--- config.mk ---
export PLATFORM = sky130hd
export DESIGN_NAME = fifo_sync_ctrl_512x32
export DESIGN_NICKNAME = d
export VERILOG_FILES = /design/src/rtl/fifo_ctrl_pkg.sv /design/src/rtl/fifo_ptr_cnt.sv /design/src/rtl/fifo_sync_ctrl_512x32.sv
export SDC_FILE = /design/constraint.sdc
export NUM_CORES = 1
export LEC_CHECK = 0
export CAP_MARGIN = 10
export CORE_MARGIN = 2
export CORE_UTILIZATION = 38
export DETAILED_ROUTE_END_ITERATION = 12
export GPL_TIMING_DRIVEN = 0
export PLACE_DENSITY = 0.95
export SYNTH_ARGS = -nofsm -noshare
export SYNTH_HDL_FRONTEND = slang
export SYNTH_SLANG_ARGS = --single-unit
--- constraint.sdc ---
create_clock -name CLK -period 6.3 [get_ports CLK]
set_input_delay 1.89 -clock CLK [delete_from_list [all_inputs] [get_ports CLK]]
set_output_delay 1.89 -clock CLK [all_outputs]
set_load 0.01 [all_outputs]
--- src/rtl/fifo_ctrl_pkg.sv ---
// Shared constants and types for the 512x32 synchronous FIFO controller.
package fifo_ctrl_pkg;

   localparam int unsigned FIFO_ADDR_W    = 9;
   localparam int unsigned FIFO_DATA_W    = 32;
   localparam int unsigned FIFO_DEPTH     = 2 ** FIFO_ADDR_W;
   localparam int unsigned FIFO_AFULL_TH  = 480;
   localparam int unsigned FIFO_AEMPTY_TH = 16;

   typedef logic [FIFO_ADDR_W:0] fifo_ptr_t;

endpackage

--- src/rtl/fifo_ptr_cnt.sv ---
// FIFO pointer register: ADDR_W address bits plus a wrap bit, advanced by one per accept.
module fifo_ptr_cnt
   import fifo_ctrl_pkg::*;
#(
   parameter int unsigned ADDR_W = FIFO_ADDR_W
) (
   input  logic              clk,
   input  logic              reset,
   input  logic              inc,
   output logic [ADDR_W:0]   ptr
);

   always_ff @(posedge clk) begin
      if (reset) begin
         ptr <= '0;
      end else if (inc) begin
         ptr <= ptr + (ADDR_W + 1)'(1);
      end
   end

endmodule

--- src/rtl/fifo_sync_ctrl_512x32.sv ---
// Single-clock FIFO controller for the 512x32 two-port LSRAM: pointers, count, flags, DVLD.
// Optional sticky OVERFLOW/UNDERFLOW flags are built only with FIFO_CTRL_ERR_FLAGS_EN defined.
module fifo_sync_ctrl_512x32
   import fifo_ctrl_pkg::*;
#(
   parameter int unsigned ADDR_W    = FIFO_ADDR_W,
   parameter int unsigned DATA_W    = FIFO_DATA_W,
   parameter int unsigned AFULL_TH  = FIFO_AFULL_TH,
   parameter int unsigned AEMPTY_TH = FIFO_AEMPTY_TH
) (
   input  logic                CLK,
   input  logic                RESET,
   input  logic                WE,
   input  logic [DATA_W-1:0]   DATA,
   input  logic                RE,
   output logic [DATA_W-1:0]   Q,
   output logic                DVLD,
   output logic                FULL,
   output logic                EMPTY,
   output logic                AFULL,
   output logic                AEMPTY,
   output logic [ADDR_W:0]     COUNT,
   output logic                OVERFLOW,
   output logic                UNDERFLOW,
   output logic [DATA_W-1:0]   RAM_W_DATA,
   output logic [ADDR_W-1:0]   RAM_W_ADDR,
   output logic [ADDR_W-1:0]   RAM_R_ADDR,
   output logic                RAM_W_EN,
   output logic                RAM_R_EN,
   input  logic [DATA_W-1:0]   RAM_R_DATA
);

   localparam logic [ADDR_W:0] DEPTH_C    = {1'b1, {ADDR_W{1'b0}}};
   localparam logic [ADDR_W:0] AFULL_C    = (ADDR_W + 1)'(AFULL_TH);
   localparam logic [ADDR_W:0] AEMPTY_C   = (ADDR_W + 1)'(AEMPTY_TH);

   logic              wr_ok;
   logic              rd_ok;
   logic [ADDR_W:0]   wptr;
   logic [ADDR_W:0]   rptr;
   logic [ADDR_W:0]   count_nxt;

   // RESET gates both enables so no RAM access or pointer step happens in the reset cycle.
   assign wr_ok = WE & ~FULL  & ~RESET;
   assign rd_ok = RE & ~EMPTY & ~RESET;

   assign RAM_W_EN   = wr_ok;
   assign RAM_R_EN   = rd_ok;
   assign RAM_W_DATA = DATA;
   assign RAM_W_ADDR = wptr[ADDR_W-1:0];
   assign RAM_R_ADDR = rptr[ADDR_W-1:0];
   assign Q          = RAM_R_DATA;

   fifo_ptr_cnt #(.ADDR_W(ADDR_W)) u_wptr (
      .clk   (CLK),
      .reset (RESET),
      .inc   (wr_ok),
      .ptr   (wptr)
   );

   fifo_ptr_cnt #(.ADDR_W(ADDR_W)) u_rptr (
      .clk   (CLK),
      .reset (RESET),
      .inc   (rd_ok),
      .ptr   (rptr)
   );

   assign count_nxt = COUNT + {{ADDR_W{1'b0}}, wr_ok} - {{ADDR_W{1'b0}}, rd_ok};

   always_ff @(posedge CLK) begin
      if (RESET) begin
         COUNT  <= '0;
         FULL   <= 1'b0;
         EMPTY  <= 1'b1;
         AFULL  <= 1'b0;
         AEMPTY <= 1'b1;
         DVLD   <= 1'b0;
      end else begin
         COUNT  <= count_nxt;
         FULL   <= (count_nxt == DEPTH_C);
         EMPTY  <= (count_nxt == '0);
         AFULL  <= (count_nxt >= AFULL_C);
         AEMPTY <= (count_nxt <= AEMPTY_C);
         DVLD   <= rd_ok;
      end
   end

   // Occupancy must always equal the wrap-aware pointer distance.
   always_ff @(posedge CLK) begin
      if (!RESET) begin
         assert (COUNT == (wptr - rptr));
      end
   end

`ifdef FIFO_CTRL_ERR_FLAGS_EN
   always_ff @(posedge CLK) begin
      if (RESET) begin
         OVERFLOW  <= 1'b0;
         UNDERFLOW <= 1'b0;
      end else begin
         if (WE & FULL) begin
            OVERFLOW <= 1'b1;
         end
         if (RE & EMPTY) begin
            UNDERFLOW <= 1'b1;
         end
      end
   end
`else
   assign OVERFLOW  = 1'b0;
   assign UNDERFLOW = 1'b0;
`endif

endmodule
==> After elaboration in Yosys (flattened, before gate mapping) <==
Index checks and enable logic that the tools add are counted.
{ "word_totals": {"word_cells": 23, "input_bits": 68, "regBits": 35, "out_inout_bits": 101} }
{ "classes": {"bitwise_logic": 7, "addsub": 4, "eq_ne": 1, "n_reduce_logical": 1, "n_lt_le_gt_ge": 2} }
{ "ops": {"columns": ["operator", "count"], "rows": [
  ["$add A10 B1 Y10 const B", 2],
  ["$add A10 B1 Y10", 1],
  ["$eq A10 B10 Y1 const B", 1],
  ["$ge A10 B9 Y1 const B", 1],
  ["$le A10 B5 Y1 const B", 1],
  ["$logic_not A10 Y1", 1],
  ["$sub A10 B1 Y10", 1],
  ["$and A1 B1 Y1", 4],
  ["$not A1 Y1", 3]
]} }

==> Logic depth before layout (Yosys ltp) <==
{ "depth": {"word_depth": 6, "depth_mapped": 11, "ltp_nobuf": 11} }

==> Modules after synthesis <==
A second synthesis with hierarchy kept.
{ "unflattened": {"hier_cells": 270, "area_unflattened_um2": 2297.2} }
{ "by_module_without_submodules": {"columns": ["mod", "area_per_inst_um2", "cells_per_inst", "n_inst", "seq_area_each_um2"], "rows": [
  ["fifo_sync_ctrl_512x32", 1416.4, 172, 1, 300.3],
  ["fifo_ptr_cnt", 440.4, 49, 2, 200.2]
]} }

==> Worst setup path after synthesis <==
Ideal clock, no wire load.
{ "synth_timing": {"kind": "input to register", "from": "in RESET", "to": "reg AFULL", "t_required_ps": 6241, "setup_ps": 59, "path_stages": 11, "t_arrival_ps": 4168, "setup_slack_ps": 2073, "path_buffers": 0, "cell_sequence": "nor3b_2 inv_1 ha_1 inv_1 ha_1 fa_1 a21o_1 a311o_1 and3_1 nor3_1 a22o_1"} }
{ "synth_via": {"elab_chain_cells": 5, "word_cells_on_any_way": 6, "cone_classes": "2 x add/sub; 1 x order compare; 3 x bitwise"} }
{ "synth_lines": {"columns": ["element", "line", "source"], "rows": [
  ["from (decl)", "fifo_sync_ctrl_512x32.sv:12", "input logic RESET,"],
  ["$not A1 Y1", "fifo_sync_ctrl_512x32.sv:44, fifo_sync_ctrl_512x32.sv:45", null],
  ["$and A1 B1 Y1", "fifo_sync_ctrl_512x32.sv:44", "assign wr_ok = WE & ~FULL & ~RESET;"],
  ["$add A10 B1 Y10", "fifo_sync_ctrl_512x32.sv:68", "assign count_nxt = COUNT + {{ADDR_W{1'b0}}, wr_ok} - {{ADDR_W{1'b0}}, rd_ok};"],
  ["$sub A10 B1 Y10", "fifo_sync_ctrl_512x32.sv:68", null],
  ["$ge A10 B9 Y1", "fifo_sync_ctrl_512x32.sv:82", "AFULL <= (count_nxt >= AFULL_C);"],
  ["to (signal assigned)", "fifo_sync_ctrl_512x32.sv:82", null],
  ["to (decl)", "fifo_sync_ctrl_512x32.sv:20", "output logic AFULL,"]
]} }
Parallel ways exist; a longest one is shown, timed or not.
A chain may end at the register's enable or synchronous reset.

==> Final worst setup path <==
{ "layout_timing": {"from": "in RESET", "to": "out RAM_R_EN"} }
{ "layout_via": {"elab_chain_cells": 2} }
{ "layout_lines": {"columns": ["element", "line", "source"], "rows": [
  ["$not A1 Y1", "fifo_sync_ctrl_512x32.sv:45", "assign rd_ok = RE & ~EMPTY & ~RESET;"],
  ["$and A1 B1 Y1", "fifo_sync_ctrl_512x32.sv:45", null],
  ["to (decl)", "fifo_sync_ctrl_512x32.sv:29", "output logic RAM_R_EN,"]
]} }
Every way passes these cells.

==> impl_metrics.json <==
{
  "outcome": "completed",
  "cts_sinks": 33,
  "final_cell_mix": "102 x clkdlybuf4s50_1, 67 x buf_4, 33 x dfxtp_1",
  "grt-ovfl-total": 0,
  "start_util": 0.392,
  "cts_setup_buffers": 0,
  "dp_hpwl_um": 5060,
  "min_path_type": "reg -> reg",
  "grtUsageTotal": 0.179,
  "hold_violations": 0,
  "synth_top_family_by_area": "buffers and inverters",
  "slew_headroom": 0.639,
  "final-max-slew-violation-count": 0,
  "netlist-cell-type-count": 49,
  "num_rows": 28,
  "critPathLaunchType": "primary input",
  "worstPathMaxFanout": 5,
  "finClkSkew_ns": 0.0109,
  "cts_buffers": 5,
  "antenna_found_initial": 0,
  "nFillCells": 521,
  "slowest_delay_ns": 0.62,
  "cts_resized": 0,
  "arrival_ns": 3.42,
  "area_growth_pct": 51.7,
  "met2WireLength_um": 3080,
  "die_h_um": 82.2,
  "dieArea_um2": 6750,
  "vias_per_cell": 4.74,
  "path_cells": "clkdlybuf4s50_1 -> nor3b_2 -> clkdlybuf4s50_1",
  "syn_inst": 269,
  "register_area_um2": 661,
  "dr_total_vias": 2156,
  "routed.top_layer": "met4",
  "syn_area_um2": 2320,
  "switching_power_mw": 0.493,
  "fmax_ghz": 0.188,
  "ant_nets": 0,
  "crit_type": "in -> out",
  "h-tree-depth": 2,
  "cts_max_path_buffers": 2,
  "worstHoldEndpoint": "u_rptr.ptr[7]$_SDFFE_PP0P_",
  "grt_pass1_vias": 1998,
  "yosysSeqAreaShare": 0.284,
  "drt_iter0_drc": 83,
  "pin_count": 169,
  "clk_pin_slew_ns": 0.08,
  "hold_buffers": 0,
  "cts_tree": "built",
  "multi_input_area_um2": 1080,
  "fin_nets": 460,
  "whs_ns": 0.512,
  "synth-xor-area-share": 0.0528,
  "die_x_um": 82.2,
  "switching_share": 0.426,
  "critPathSlowestCell": "clkdlybuf4s50_1",
  "worst_pin_slew_ns": 0.542,
  "tns_ns": 0,
  "drcViolationCount": 0,
  "ir_drop_uv": 241,
  "wl_per_cell_um": 13.3,
  "yosys.area_share.simple": 0.176,
  "synth-adder-area-share": 0.0733,
  "wl_met1_um": 2310,
  "r2r_cells": 11,
  "cp_common_cell": "clkdlybuf4s50_1",
  "firstDrtPassIters": 4,
  "r2r-start": "FULL$_SDFF_PP0_",
  "avgSynthCellArea_um2": 8.63,
  "synth_compound_gate_area_share": 0.149,
  "synth_seq_cells": 33,
  "core_um2": 5920,
  "min_period_over_period": 0.842,
  "finalSetupViolCount": 0,
  "holdCritStartpoint": "u_rptr.ptr[7]$_SDFFE_PP0P_",
  "drv_cap": 0,
  "portBuffers": 102,
  "p_comb_frac": 0.636,
  "grt_first_pass_wirelength_um": 9370,
  "finalCriticalPeriod_ns": 5.31,
  "p_int_mw": 0.665,
  "synth.area.mux_share": 0.0129,
  "ys_warn_count": 0,
  "r2r_slack_ns": 3.31,
  "drt-total-wl_um": 6070,
  "rsz0062_at_grt": "false",
  "drive_above_1_share": 0.237,
  "wl_met3_um": 631,
  "worst_ep_required_time_ns": 4.41,
  "grt_max_degree": 11,
  "rr_endpoint": "AEMPTY$_SDFF_PP1_",
  "layout_commonest_cell": "clkdlybuf4s50_1",
  "pwr-share-clk": 0.136,
  "end_kind": "output pin",
  "gp_congestion": 0.821,
  "power_leakage_nw": 1.49,
  "hold_depth": 2,
  "antennaDiodeCount": 0,
  "clk_root_buffer_cell": "clkbuf_8",
  "clk_latency_ns": 0.28,
  "p_seq_frac": 0.227,
  "powerDensity_nw_per_um2": 329
}
metrics by stage:
| step | cell area [µm²] | util | total power [mW] | worst slack (ns) | cells |
|---|---|---|---|---|---|
| floorplan | 2330 | - | 0.795 | 2.07 | 270 |
| global placement | 3440 | 0.581 | 0.970 | 1.00 | 447 |
| detailed placement | 3440 | 0.581 | 0.997 | 0.965 | 447 |
| CTS | 3520 | 0.595 | 1.16 | 0.964 | 455 |
| global route | 3520 | 0.595 | 1.25 | 0.898 | 455 |
| finish | 3520 | 0.595 | 1.16 | 0.993 | 455 |
final cells by class:
type | instances | area share
repair buffers | 102 | 0.290
plain buffers | 73 | 0.152
multi-input cells | 152 | 0.308
inverters | 12 | 0.0128
well taps | 75 | 0.0266
flip-flops and latches | 33 | 0.188
clock inverters | 2 | 0.00284
clock buffers | 6 | 0.0206
sequential cells by signal, summed over array words and instances, names as in the netlist:
| name | count |
|---|---|
| AFULL | 1 |
| EMPTY | 1 |
| u_wptr.ptr | 9 |
| u_rptr.ptr | 9 |
| AEMPTY | 1 |
| FULL | 1 |
| DVLD | 1 |
| COUNT | 10 |
cells in the mapped netlist, drive strengths merged:
cell type,instances,share of area
o2111ai,1,0.0038
or3,5,0.013
nand2b,2,0.0054
and3,5,0.013
a21o,4,0.016
nor4,2,0.011
conb,1,0.0016
a21boi,1,0.0032
nand4,7,0.022
o31ai,2,0.0065
nor3,3,0.0065
nand3b,1,0.0032
o211ai,2,0.0065
nor3b,3,0.014
nor2,21,0.034
inv,12,0.019
a2111oi,1,0.0065
o21a,1,0.0032
a221oi,1,0.0065
buf,72,0.23
a22o,1,0.0038
o211a,2,0.0086
mux2i,3,0.013
nand3,5,0.011
nor2b,6,0.016
fa,1,0.0086
o31a,1,0.0038
clkbuf,1,0.0016
dfxtp,33,0.28
ha,12,0.065
a21oi,13,0.028
o21ai,7,0.015
xnor2,3,0.011
a31oi,2,0.015
nand2,14,0.023
and3b,1,0.0043
a211oi,1,0.0032
o22ai,1,0.0027
a211o,2,0.0086
o221ai,1,0.0038
a311o,1,0.0043
xor2,11,0.041
worst max path at each step:
stage | start | to
after global placement | RESET | RAM_W_EN
after CTS | RESET | RAM_R_EN
after global routing | RESET | RAM_R_EN
after floorplan | RESET | AFULL$_SDFF_PP0_
final | RESET | RAM_R_EN
after detailed placement | RESET | RAM_R_EN
worst max-delay path, delay by kind of cell:
kind	cells	cell delay, ns
AND/OR/NAND/NOR	1	0.38
buffers and inverters	2	1.15
power groups by stage:
stage	logic (mW)	registers [mW]	clock network [mW]
after floorplan	0.515	0.280	0
after global placement	0.702	0.268	0
after detailed placement	0.728	0.269	0
after CTS	0.733	0.264	0.161
after global routing	0.811	0.268	0.172
final	0.737	0.263	0.158
metal layers:
metal  global-route usage  up-vias
met5                    0        -
met4               0.0350        0
met3               0.0446        7
met2                0.340      118
met1                0.201      956
li1                     -     1075
cells by family after synthesis:
logic type | count (synthesis)
DFF | 33
other | 1
adders and majority gates | 13
and+or+nand+nor | 75
AOI/OAI and AO/OA | 45
muxes | 3
xor gates and xnor gates | 14
buffers and inverters | 85
No activity file was read; power rests on OpenSTA's default activity.
